File: config.mk
export PLATFORM = sky130hd
export DESIGN_NAME = vga_frame_monitor
export DESIGN_NICKNAME = d
export VERILOG_FILES = /design/src/rtl/vga_pkg.sv /design/src/rtl/vga_position_counter.sv /design/src/rtl/vga_frame_monitor.sv
export SDC_FILE = /design/constraint.sdc
export NUM_CORES = 1
export LEC_CHECK = 0
export ABC_AREA = 1
export BUFFER_PORTS_ARGS = -buffer_cell sky130_fd_sc_hd__clkbuf_2
export CAP_MARGIN = 20
export CORE_MARGIN = 2
export CORE_UTILIZATION = 30
export DETAILED_ROUTE_END_ITERATION = 6
export PLACE_DENSITY = 0.46
export SYNTH_ARGS = -nofsm -noshare
export SYNTH_HDL_FRONTEND = slang
export SYNTH_SLANG_ARGS = --single-unit
File: constraint.sdc
create_clock -name VGA_CLK -period 6.3 [get_ports VGA_CLK]
set_input_delay 1.575 -clock VGA_CLK [delete_from_list [all_inputs] [get_ports VGA_CLK]]
set_output_delay 1.575 -clock VGA_CLK [all_outputs]
set_load 0.01 [all_outputs]
File: src/rtl/vga_pkg.sv
// Shared types and helpers for the VGA frame monitor.
//   rgb_t           : packed 8-bit R/G/B pixel
//   monitor_state_t : statistics FSM states
//   luma()          : (R + 2G + B) >> 2, computed at 10 bits, returned as 8 bits
package vga_pkg;

  // Width of the x/y position counters and of the reported line count.
  localparam int POS_W = 16;

  typedef struct packed {
    logic [7:0] r;
    logic [7:0] g;
    logic [7:0] b;
  } rgb_t;

  typedef enum logic {
    SEEK  = 1'b0,
    FRAME = 1'b1
  } monitor_state_t;

  function automatic logic [7:0] luma(input rgb_t px);
    logic [9:0] acc;
    acc = {2'b00, px.r} + {1'b0, px.g, 1'b0} + {2'b00, px.b};
    return acc[9:2];
  endfunction

endpackage

File: src/rtl/vga_position_counter.sv
// Pixel position tracker for a BLANK_N/VS framed video stream.
//   i_clk, i_srst   : clock, synchronous active-high reset
//   i_blank_n, i_vs : stream framing inputs
//   o_x, o_y        : position of the current input pixel (forced to 0,0 on vs_fall)
//   o_lines         : completed lines in the current frame (value before this cycle)
//   o_vs_fall       : previous VS high, current VS low
//   o_len_err       : a line closed this cycle with length != WIDTH
module vga_position_counter
  import vga_pkg::*;
#(
  parameter int WIDTH = 800
) (
  input  logic             i_clk,
  input  logic             i_srst,
  input  logic             i_blank_n,
  input  logic             i_vs,
  output logic [POS_W-1:0] o_x,
  output logic [POS_W-1:0] o_y,
  output logic [POS_W-1:0] o_lines,
  output logic             o_vs_fall,
  output logic             o_len_err
);

  localparam logic [POS_W-1:0] WIDTH_P = POS_W'(WIDTH);
  localparam logic [POS_W-1:0] POS_MAX = '1;

  logic             r_vs_prev;
  logic [POS_W-1:0] r_x;
  logic [POS_W-1:0] r_y;
  logic             w_vs_fall;
  logic             w_line_open;
  logic             w_line_close;

  assign w_vs_fall   = r_vs_prev & ~i_vs;
  // x is non-zero exactly while an active run is in progress.
  assign w_line_open = (r_x != '0);
  // An open line closes either on its first blank cycle or, if still open,
  // at vs_fall (closed into the ending frame without bumping y).
  assign w_line_close = w_line_open & (w_vs_fall | ~i_blank_n);

  always_ff @(posedge i_clk) begin
    if (i_srst) begin
      r_vs_prev <= 1'b0;
      r_x       <= '0;
      r_y       <= '0;
    end else begin
      r_vs_prev <= i_vs;
      if (w_vs_fall) begin
        // An active pixel on the vs_fall cycle is (0,0) of the new frame.
        r_x <= i_blank_n ? POS_W'(1) : '0;
        r_y <= '0;
      end else if (i_blank_n) begin
        if (r_x != POS_MAX) r_x <= r_x + POS_W'(1);
      end else if (w_line_open) begin
        r_x <= '0;
        if (r_y != POS_MAX) r_y <= r_y + POS_W'(1);
      end
    end
  end

  assign o_x       = w_vs_fall ? '0 : r_x;
  assign o_y       = w_vs_fall ? '0 : r_y;
  assign o_lines   = r_y;
  assign o_vs_fall = w_vs_fall;
  assign o_len_err = w_line_close & (r_x != WIDTH_P);

endmodule

File: src/rtl/vga_frame_monitor.sv
// Border masking and per-frame statistics for a filtered VGA stream.
//   VGA_CLK, reset                  : pixel clock, synchronous active-high reset
//   iVGA_R/G/B, iVGA_HS/VS/SYNC_N/BLANK_N : input stream
//   oVGA_*                          : same stream, one cycle later, border masked
//   frame_valid                     : one-cycle pulse when statistics update
//   luma_sum, line_count            : luma total and line count of last frame
//   width_err, height_err           : geometry checks of last frame
module vga_frame_monitor
  import vga_pkg::*;
#(
  parameter int WIDTH  = 800,
  parameter int HEIGHT = 480,
  parameter int BORDER = 1,
  parameter int SUM_W  = 32
) (
  input  logic             VGA_CLK,
  input  logic             reset,
  input  logic [7:0]       iVGA_R,
  input  logic [7:0]       iVGA_G,
  input  logic [7:0]       iVGA_B,
  input  logic             iVGA_HS,
  input  logic             iVGA_VS,
  input  logic             iVGA_SYNC_N,
  input  logic             iVGA_BLANK_N,
  output logic [7:0]       oVGA_R,
  output logic [7:0]       oVGA_G,
  output logic [7:0]       oVGA_B,
  output logic             oVGA_HS,
  output logic             oVGA_VS,
  output logic             oVGA_SYNC_N,
  output logic             oVGA_BLANK_N,
  output logic             frame_valid,
  output logic [SUM_W-1:0] luma_sum,
  output logic [15:0]      line_count,
  output logic             width_err,
  output logic             height_err
);

  localparam logic [POS_W-1:0] X_LO     = POS_W'(BORDER);
  localparam logic [POS_W-1:0] X_HI     = POS_W'(WIDTH - BORDER);
  localparam logic [POS_W-1:0] Y_LO     = POS_W'(BORDER);
  localparam logic [POS_W-1:0] Y_HI     = POS_W'(HEIGHT - BORDER);
  localparam logic [POS_W-1:0] HEIGHT_P = POS_W'(HEIGHT);

  logic [POS_W-1:0] w_x;
  logic [POS_W-1:0] w_y;
  logic [POS_W-1:0] w_lines;
  logic             w_vs_fall;
  logic             w_len_err;
  logic             w_mask;
  rgb_t             w_pix;
  logic [SUM_W-1:0] w_luma_ext;

  monitor_state_t   r_state;
  monitor_state_t   w_state_next;
  logic             w_accum;
  logic             w_latch;

  logic [SUM_W-1:0] r_sum;
  logic             r_width_flag;
  logic             r_frame_valid;
  logic [SUM_W-1:0] r_luma_sum;
  logic [15:0]      r_line_count;
  logic             r_width_err;
  logic             r_height_err;
  rgb_t             r_pix;
  logic             r_hs;
  logic             r_vs;
  logic             r_sync_n;
  logic             r_blank_n;

  vga_position_counter #(
    .WIDTH (WIDTH)
  ) u_pos (
    .i_clk     (VGA_CLK),
    .i_srst    (reset),
    .i_blank_n (iVGA_BLANK_N),
    .i_vs      (iVGA_VS),
    .o_x       (w_x),
    .o_y       (w_y),
    .o_lines   (w_lines),
    .o_vs_fall (w_vs_fall),
    .o_len_err (w_len_err)
  );

  assign w_pix      = {iVGA_R, iVGA_G, iVGA_B};
  assign w_luma_ext = {{(SUM_W-8){1'b0}}, luma(w_pix)};
  assign w_mask     = iVGA_BLANK_N &
                      ((w_x < X_LO) | (w_x >= X_HI) | (w_y < Y_LO) | (w_y >= Y_HI));

  always_comb begin
    w_state_next = r_state;
    w_accum      = 1'b0;
    w_latch      = 1'b0;
    case (r_state)
      SEEK:    if (w_vs_fall) w_state_next = FRAME;
      FRAME: begin
        w_accum = 1'b1;
        w_latch = w_vs_fall;
      end
      default: w_state_next = SEEK;
    endcase
  end

  always_ff @(posedge VGA_CLK) begin
    if (reset) begin
      r_state       <= SEEK;
      r_sum         <= '0;
      r_width_flag  <= 1'b0;
      r_frame_valid <= 1'b0;
      r_luma_sum    <= '0;
      r_line_count  <= '0;
      r_width_err   <= 1'b0;
      r_height_err  <= 1'b0;
    end else begin
      r_state       <= w_state_next;
      r_frame_valid <= w_latch;
      if (w_latch) begin
        // The line still open at vs_fall contributes its length check here.
        r_luma_sum   <= r_sum;
        r_line_count <= w_lines;
        r_width_err  <= r_width_flag | w_len_err;
        r_height_err <= (w_lines != HEIGHT_P);
      end
      if (w_vs_fall) begin
        // Restart accumulation; an active pixel on this cycle opens the new frame.
        r_sum        <= iVGA_BLANK_N ? w_luma_ext : '0;
        r_width_flag <= 1'b0;
      end else if (w_accum) begin
        if (iVGA_BLANK_N) r_sum <= r_sum + w_luma_ext;
        if (w_len_err) r_width_flag <= 1'b1;
      end
    end
  end

  always_ff @(posedge VGA_CLK) begin
    if (reset) begin
      r_pix     <= '0;
      r_hs      <= 1'b1;
      r_vs      <= 1'b1;
      r_sync_n  <= 1'b0;
      r_blank_n <= 1'b0;
    end else begin
      r_pix     <= w_mask ? '0 : w_pix;
      r_hs      <= iVGA_HS;
      r_vs      <= iVGA_VS;
      r_sync_n  <= iVGA_SYNC_N;
      r_blank_n <= iVGA_BLANK_N;
    end
  end

  assign oVGA_R       = r_pix.r;
  assign oVGA_G       = r_pix.g;
  assign oVGA_B       = r_pix.b;
  assign oVGA_HS      = r_hs;
  assign oVGA_VS      = r_vs;
  assign oVGA_SYNC_N  = r_sync_n;
  assign oVGA_BLANK_N = r_blank_n;
  assign frame_valid  = r_frame_valid;
  assign luma_sum     = r_luma_sum;
  assign line_count   = r_line_count;
  assign width_err    = r_width_err;
  assign height_err   = r_height_err;

endmodule

Word-level counts from Yosys, hierarchy flattened
Index checks and enable logic that the tools add are counted.
{"block": "classes", "n_lt_le_gt_ge": 4, "n_eq_ne": 5, "add_sub_neg": 5, "n_mux": 15, "bitwise": 11, "reduce_logical": 10}
{"operator": "16-bit 2-to-1 mux", "count": 6}
{"operator": "32-bit 2-to-1 mux", "count": 3}
{"operator": "16-bit by 1-bit adder with 16-bit output (second input constant)", "count": 2}
{"operator": "32-bit by 8-bit adder with 32-bit output", "count": 1}
{"operator": "16-bit by 1-bit less-than comparator with 1-bit output (second input constant)", "count": 2}
{"operator": "16-bit != test (second input constant)", "count": 2}
{"operator": "16-bit by 10-bit greater-or-equal comparator with 1-bit output (second input constant)", "count": 1}
{"operator": "16-bit by 9-bit greater-or-equal comparator with 1-bit output (second input constant)", "count": 1}
{"operator": "16-bit by 10-bit != test with 1-bit output (second input constant)", "count": 1}
{"operator": "16-bit by 9-bit != test with 1-bit output (second input constant)", "count": 1}
{"operator": "16-bit nonzero test", "count": 1}
{"operator": "10-bit by 8-bit adder with 10-bit output", "count": 1}
{"operator": "8-bit by 9-bit adder with 10-bit output", "count": 1}
{"operator": "8-bit 2-to-1 mux", "count": 1}
{"operator": "2-bit AND reduction", "count": 3}
{"operator": "1-bit 2-to-1 mux", "count": 5}
{"operator": "1-bit bitwise OR", "count": 5}
{"operator": "1-bit bitwise AND", "count": 4}
{"operator": "2-bit nonzero test", "count": 2}
{"operator": "2-bit OR reduction", "count": 2}
{"operator": "3-bit by 1-bit != test with 1-bit output (second input constant)", "count": 1}
{"operator": "3-bit AND reduction", "count": 1}
{"operator": "3-bit nonzero test", "count": 1}
{"operator": "1-bit inverter", "count": 2}
{"block": "totals", "out_inout_bits": 79, "regBits": 146, "in_bits": 30}

Longest topological paths before layout
{"block": "depth", "ltp_word": 9, "mapped_depth": 23, "mapped_depth_nobuf": 23}

Modules after synthesis
Synthesis repeated with hierarchy kept, for this count alone.
{"block": "unflattened", "hier_cells": 1144, "hier_area_um2": 7837.5}
{"mod": "vga_frame_monitor", "cells_each": 773, "instances": 1, "area_each_um2": 5445.2}
{"mod": "vga_position_counter", "cells_each": 371, "instances": 1, "area_each_um2": 2392.3}

Least setup slack after synthesis
No wires, ideal clock.
{"block": "synth_timing", "path_kind": "input-to-reg", "start": "input port iVGA_R[1]", "end": "register r_sum[11]", "arrival_ps": 4292, "setup_time_ps": 123, "setup_slack_ps": 1885, "stages": 19, "path_buffers": 0, "cell_sequence": "inv_1 fa_1 nor3_1 inv_1 fa_1 inv_1 nand4_1 nand3_1 nand3_1 nand2_1 ha_1 nand2_1 inv_1 a21boi_0 nand3_2 nand2_1 inv_1 o21ai_0 a21oi_1"}
{"block": "synth_via", "elab_chain_len": 6}
{"element": "start: declaration", "line": "vga_frame_monitor.sv:18", "text": "input logic [7:0] iVGA_R,"}
{"element": "8-bit by 9-bit adder with 10-bit output", "line": "vga_pkg.sv:23", "text": "acc = {2'b00, px.r} + {1'b0, px.g, 1'b0} + {2'b00, px.b};"}
{"element": "10-bit by 8-bit adder with 10-bit output", "line": "vga_pkg.sv:23"}
{"element": "32-bit by 8-bit adder with 32-bit output", "line": "vga_frame_monitor.sv:130", "text": "if (iVGA_BLANK_N) r_sum <= r_sum + w_luma_ext;"}
{"element": "32-bit 2-to-1 mux", "line": "vga_frame_monitor.sv:130"}
{"element": "32-bit 2-to-1 mux", "line": "vga_frame_monitor.sv:129", "text": "end else if (w_accum) begin"}
{"element": "32-bit 2-to-1 mux", "line": "vga_frame_monitor.sv:125", "text": "if (w_vs_fall) begin"}
{"element": "end signal: assignment", "line": "vga_frame_monitor.sv:127", "text": "r_sum <= iVGA_BLANK_N ? w_luma_ext : '0;"}
{"element": "end signal: assignment", "line": "vga_frame_monitor.sv:130"}
{"element": "end: declaration", "line": "vga_frame_monitor.sv:59", "text": "logic [SUM_W-1:0] r_sum;"}
Every way passes these cells. The select of a mux whose other input is x is not followed.
A chain may end at the register's enable or synchronous reset.

Final worst setup path
{"block": "layout_timing", "start": "input port iVGA_R[1]", "end": "register r_sum[26]"}
Same word-level chain as after synthesis.

==> metrics.md <==
| Metric | Value |
|---|---|
| Run status | finished clean |
| Synth-to-Final Area Change | 19.8% |
| RePlAce Congestion | 0.834 |
| Post-synth EDFFs | 0 |
| Gr ovfl total | 0 |
| Clock transition at path regs | 0.06 ns |
| Setup tns final | 0 ns |
| CTS Buf Count | 17 |
| Mapped Avg Cell Area | 7.16 um^2 |
| Via-to-Cell Ratio | 4.60 |
| Crit share post-route | 72.1% |
| Fin crit period | 4.54 ns |
| Post-CTS resize count | 0 |
| Nets | 1173 |
| Share of layout cells above drive strength 1 | 16.9% |
| Final Hold Viols | 0 |
| Syn_nets | 1072 |
| Max Cap Viol | 0 |
| Count of cell types in the netlist | 45 |
| DRT Wirelength | 19900 um |
| WS Path Type | in -> reg |
| Ys async rst share | 0% |
| Max frequency | 220 MHz |
| Initial antenna violation count | 0 |
| RSZ-0062 raised after global routing | false |
| PwrDens | 274 nW/um^2 |
| Critical path arrival | 4.86 ns |
| Syn Std Cell Area | 7260 um^2 |
| Setup Viol. Count Final | 0 |
| Critical path origin | iVGA_R[1] |
| Core ar. | 23600 um^2 |
| Detail Route Antenna Nets | 0 |
| Worst-skew pair later-pin latency | 0.43 ns |
| Worst EP required | 6.62 ns |
| Io pins | 109 |
| Worst-path maximum fanout | 6 |
| Ant diodes | 0 |
| Synth warnings | 0 |
| CTS tree | built |
| Slew @ Worst Pin | 0.872 ns |
| Area leader, netlist | dfxtp_1 |
| WL per Instance | 13.8 um |
| Htree depth | 4 |
| DP HPWL | 14600 um |
| Number of I/O port buffers | 108 |
| TritonRoute pass-1 iters | 5 |
| Peak VDD IR | 0.000130 V |
| DRC | 0 |
| Hold Crit Start | line_count[8] |
| Register bit total from synthesis | 146 |
| DRT iter0 DRCs | 448 |
| Max clock buf depth | 2 |
| Synth Flop Type | dfxtp_1 |
| Setup repair bufs after CTS | 0 |
| Post-Syn Instances | 1014 |
| PnR Total Power | 2.38 mW |
| DR vias | 6649 |
| Largest net degree at the start of global routing | 80 |
| Sequential-to-total area share from yosys stat | 40.2% |
| GR Util All Layers | 16.0% |
| Initial core utilization | 30.8% |
| Slew Viols, Final | 0 |
| First-pass GRT wire length | 33200 um |
| Largest cells by area after synthesis | dfxtp_1 40%, nand2_1 9.6%, nor2_1 7.3% |
| Vias in the first global route | 6440 |
| Cts hold-fix bufs | 0 |
| Clock Tree Root | clkbuf_16 |
| Synth cell count leaders | 186 x nand2_1, 146 x dfxtp_1, 141 x nor2_1 |
| Post-synth top area share | 40.2% |
| Leakage power | 3.97 nW |
| Worst min path class | reg -> reg |
| Worst Skew | 0.0114 ns |
| Die Span Y | 160 um |
| CP Capture Type | flip-flop |
| Most common cell in the netlist | nand2_1 |
| Slew headroom | 41.8% |
| Row cnt | 56 |
| Die ar. | 25500 um^2 |
| Clock sinks | 146 |
| Startpoint Class | input port |
| Reg-to-Reg Start | u_pos.r_vs_prev |
| Die X-Extent | 160 um |
cell families after synthesis:
family	Yosys count	synth area share [%]
DFF	146	40.2
adders and majority gates	28	5.75
and+or+nand+nor	476	29.6
xor gates and xnor gates	17	2.05
AOI/OAI and AO/OA	176	12.9
buffers and inverters	171	9.46
per-layer routing:
metal,track usage [%],part of all wire [%],vias up
li1,-,-,3463
met1,22.7,52,3003
met2,24.7,43,164
met3,2.84,4.1,19
met4,4.75,1.2,0
met5,0,0,-
metrics by stage:
stage / hold slack (ns) / utilization, % / worst slack [ns] / instances / area, um^2
floorplan: 0.439 / - / 1.89 / 1014 / 7260
finish: 0.465 / 36.9 / 1.76 / 1447 / 8700
global placement: 0.450 / 34.2 / 1.43 / 1415 / 8080
detailed placement: 0.455 / 34.2 / 1.33 / 1415 / 8080
global route: 0.496 / 36.9 / 1.42 / 1447 / 8700
CTS: 0.464 / 36.9 / 1.76 / 1447 / 8700
worst max-delay path: stages:
cell and delay (ns):
clkbuf_2 0.08, inv_1 0.05, fa_1 0.48, nor3_1 0.31, inv_1 0.10, fa_1 0.41
inv_1 0.09, nand4_1 0.10, nand3_1 0.11, xor2_1 0.23, ha_1 0.33, nand2_1 0.09
nand2_1 0.05, inv_1 0.08, nor2_1 0.05, nor2_1 0.13, nand2_1 0.18, nand4_1 0.16
inv_1 0.08, a21oi_1 0.12, nor2_1 0.06
cells in the final DEF (no fill, tap or decap), drive strengths merged, types with 3 or more instances in the layout:
master / count
nand2: 193
nor2: 157
dfxtp: 146
inv: 146
clkbuf: 127
a21oi: 84
o21ai: 76
nand3: 59
nand4: 28
nor3: 26
ha: 19
xor2: 14
fa: 9
or2: 4
o21a: 3
xnor2: 3
bufinv: 3
clkinvlp: 3
buf: 3
nor3b: 3
clkinv: 3
power breakdown:
part           internal, mW  switching, mW
Combinational         0.122          0.217
Clock                 0.652          0.434
Sequential            0.945         0.0135
Total                  1.72          0.665
registers in the layout (all words and copies together) (netlist names):
register and count:
height_err 1, u_pos.r_x 16, u_pos.r_vs_prev 1, u_pos.o_lines 16, oVGA_G 8, r_width_flag 1
oVGA_VS 1, width_err 1, line_count 16, r_sum 32, oVGA_SYNC_N 1, frame_valid 1
oVGA_BLANK_N 1, oVGA_HS 1, luma_sum 32, oVGA_B 8, oVGA_R 8, r_state 1
final timing paths:
check | slack (ns) | end | depth (start not counted)
setup / recovery | 1.76 | r_sum[26] | 21
hold / removal | 0.46 | line_count[8] | 2
setup reg to reg | 3.93 | r_sum[22] | 6
hold reg to reg | 0.46 | line_count[8] | 2
cell type report:
class	instances	area, um^2
flip-flops and latches	146	2920
repair buffers	111	563
clock inverters	13	173
clock buffers	19	453
well taps	319	399
inverters	142	534
multi-input cells	697	3660
fillers	2555	14900
Note: power is estimated with default switching activity, not from simulation.
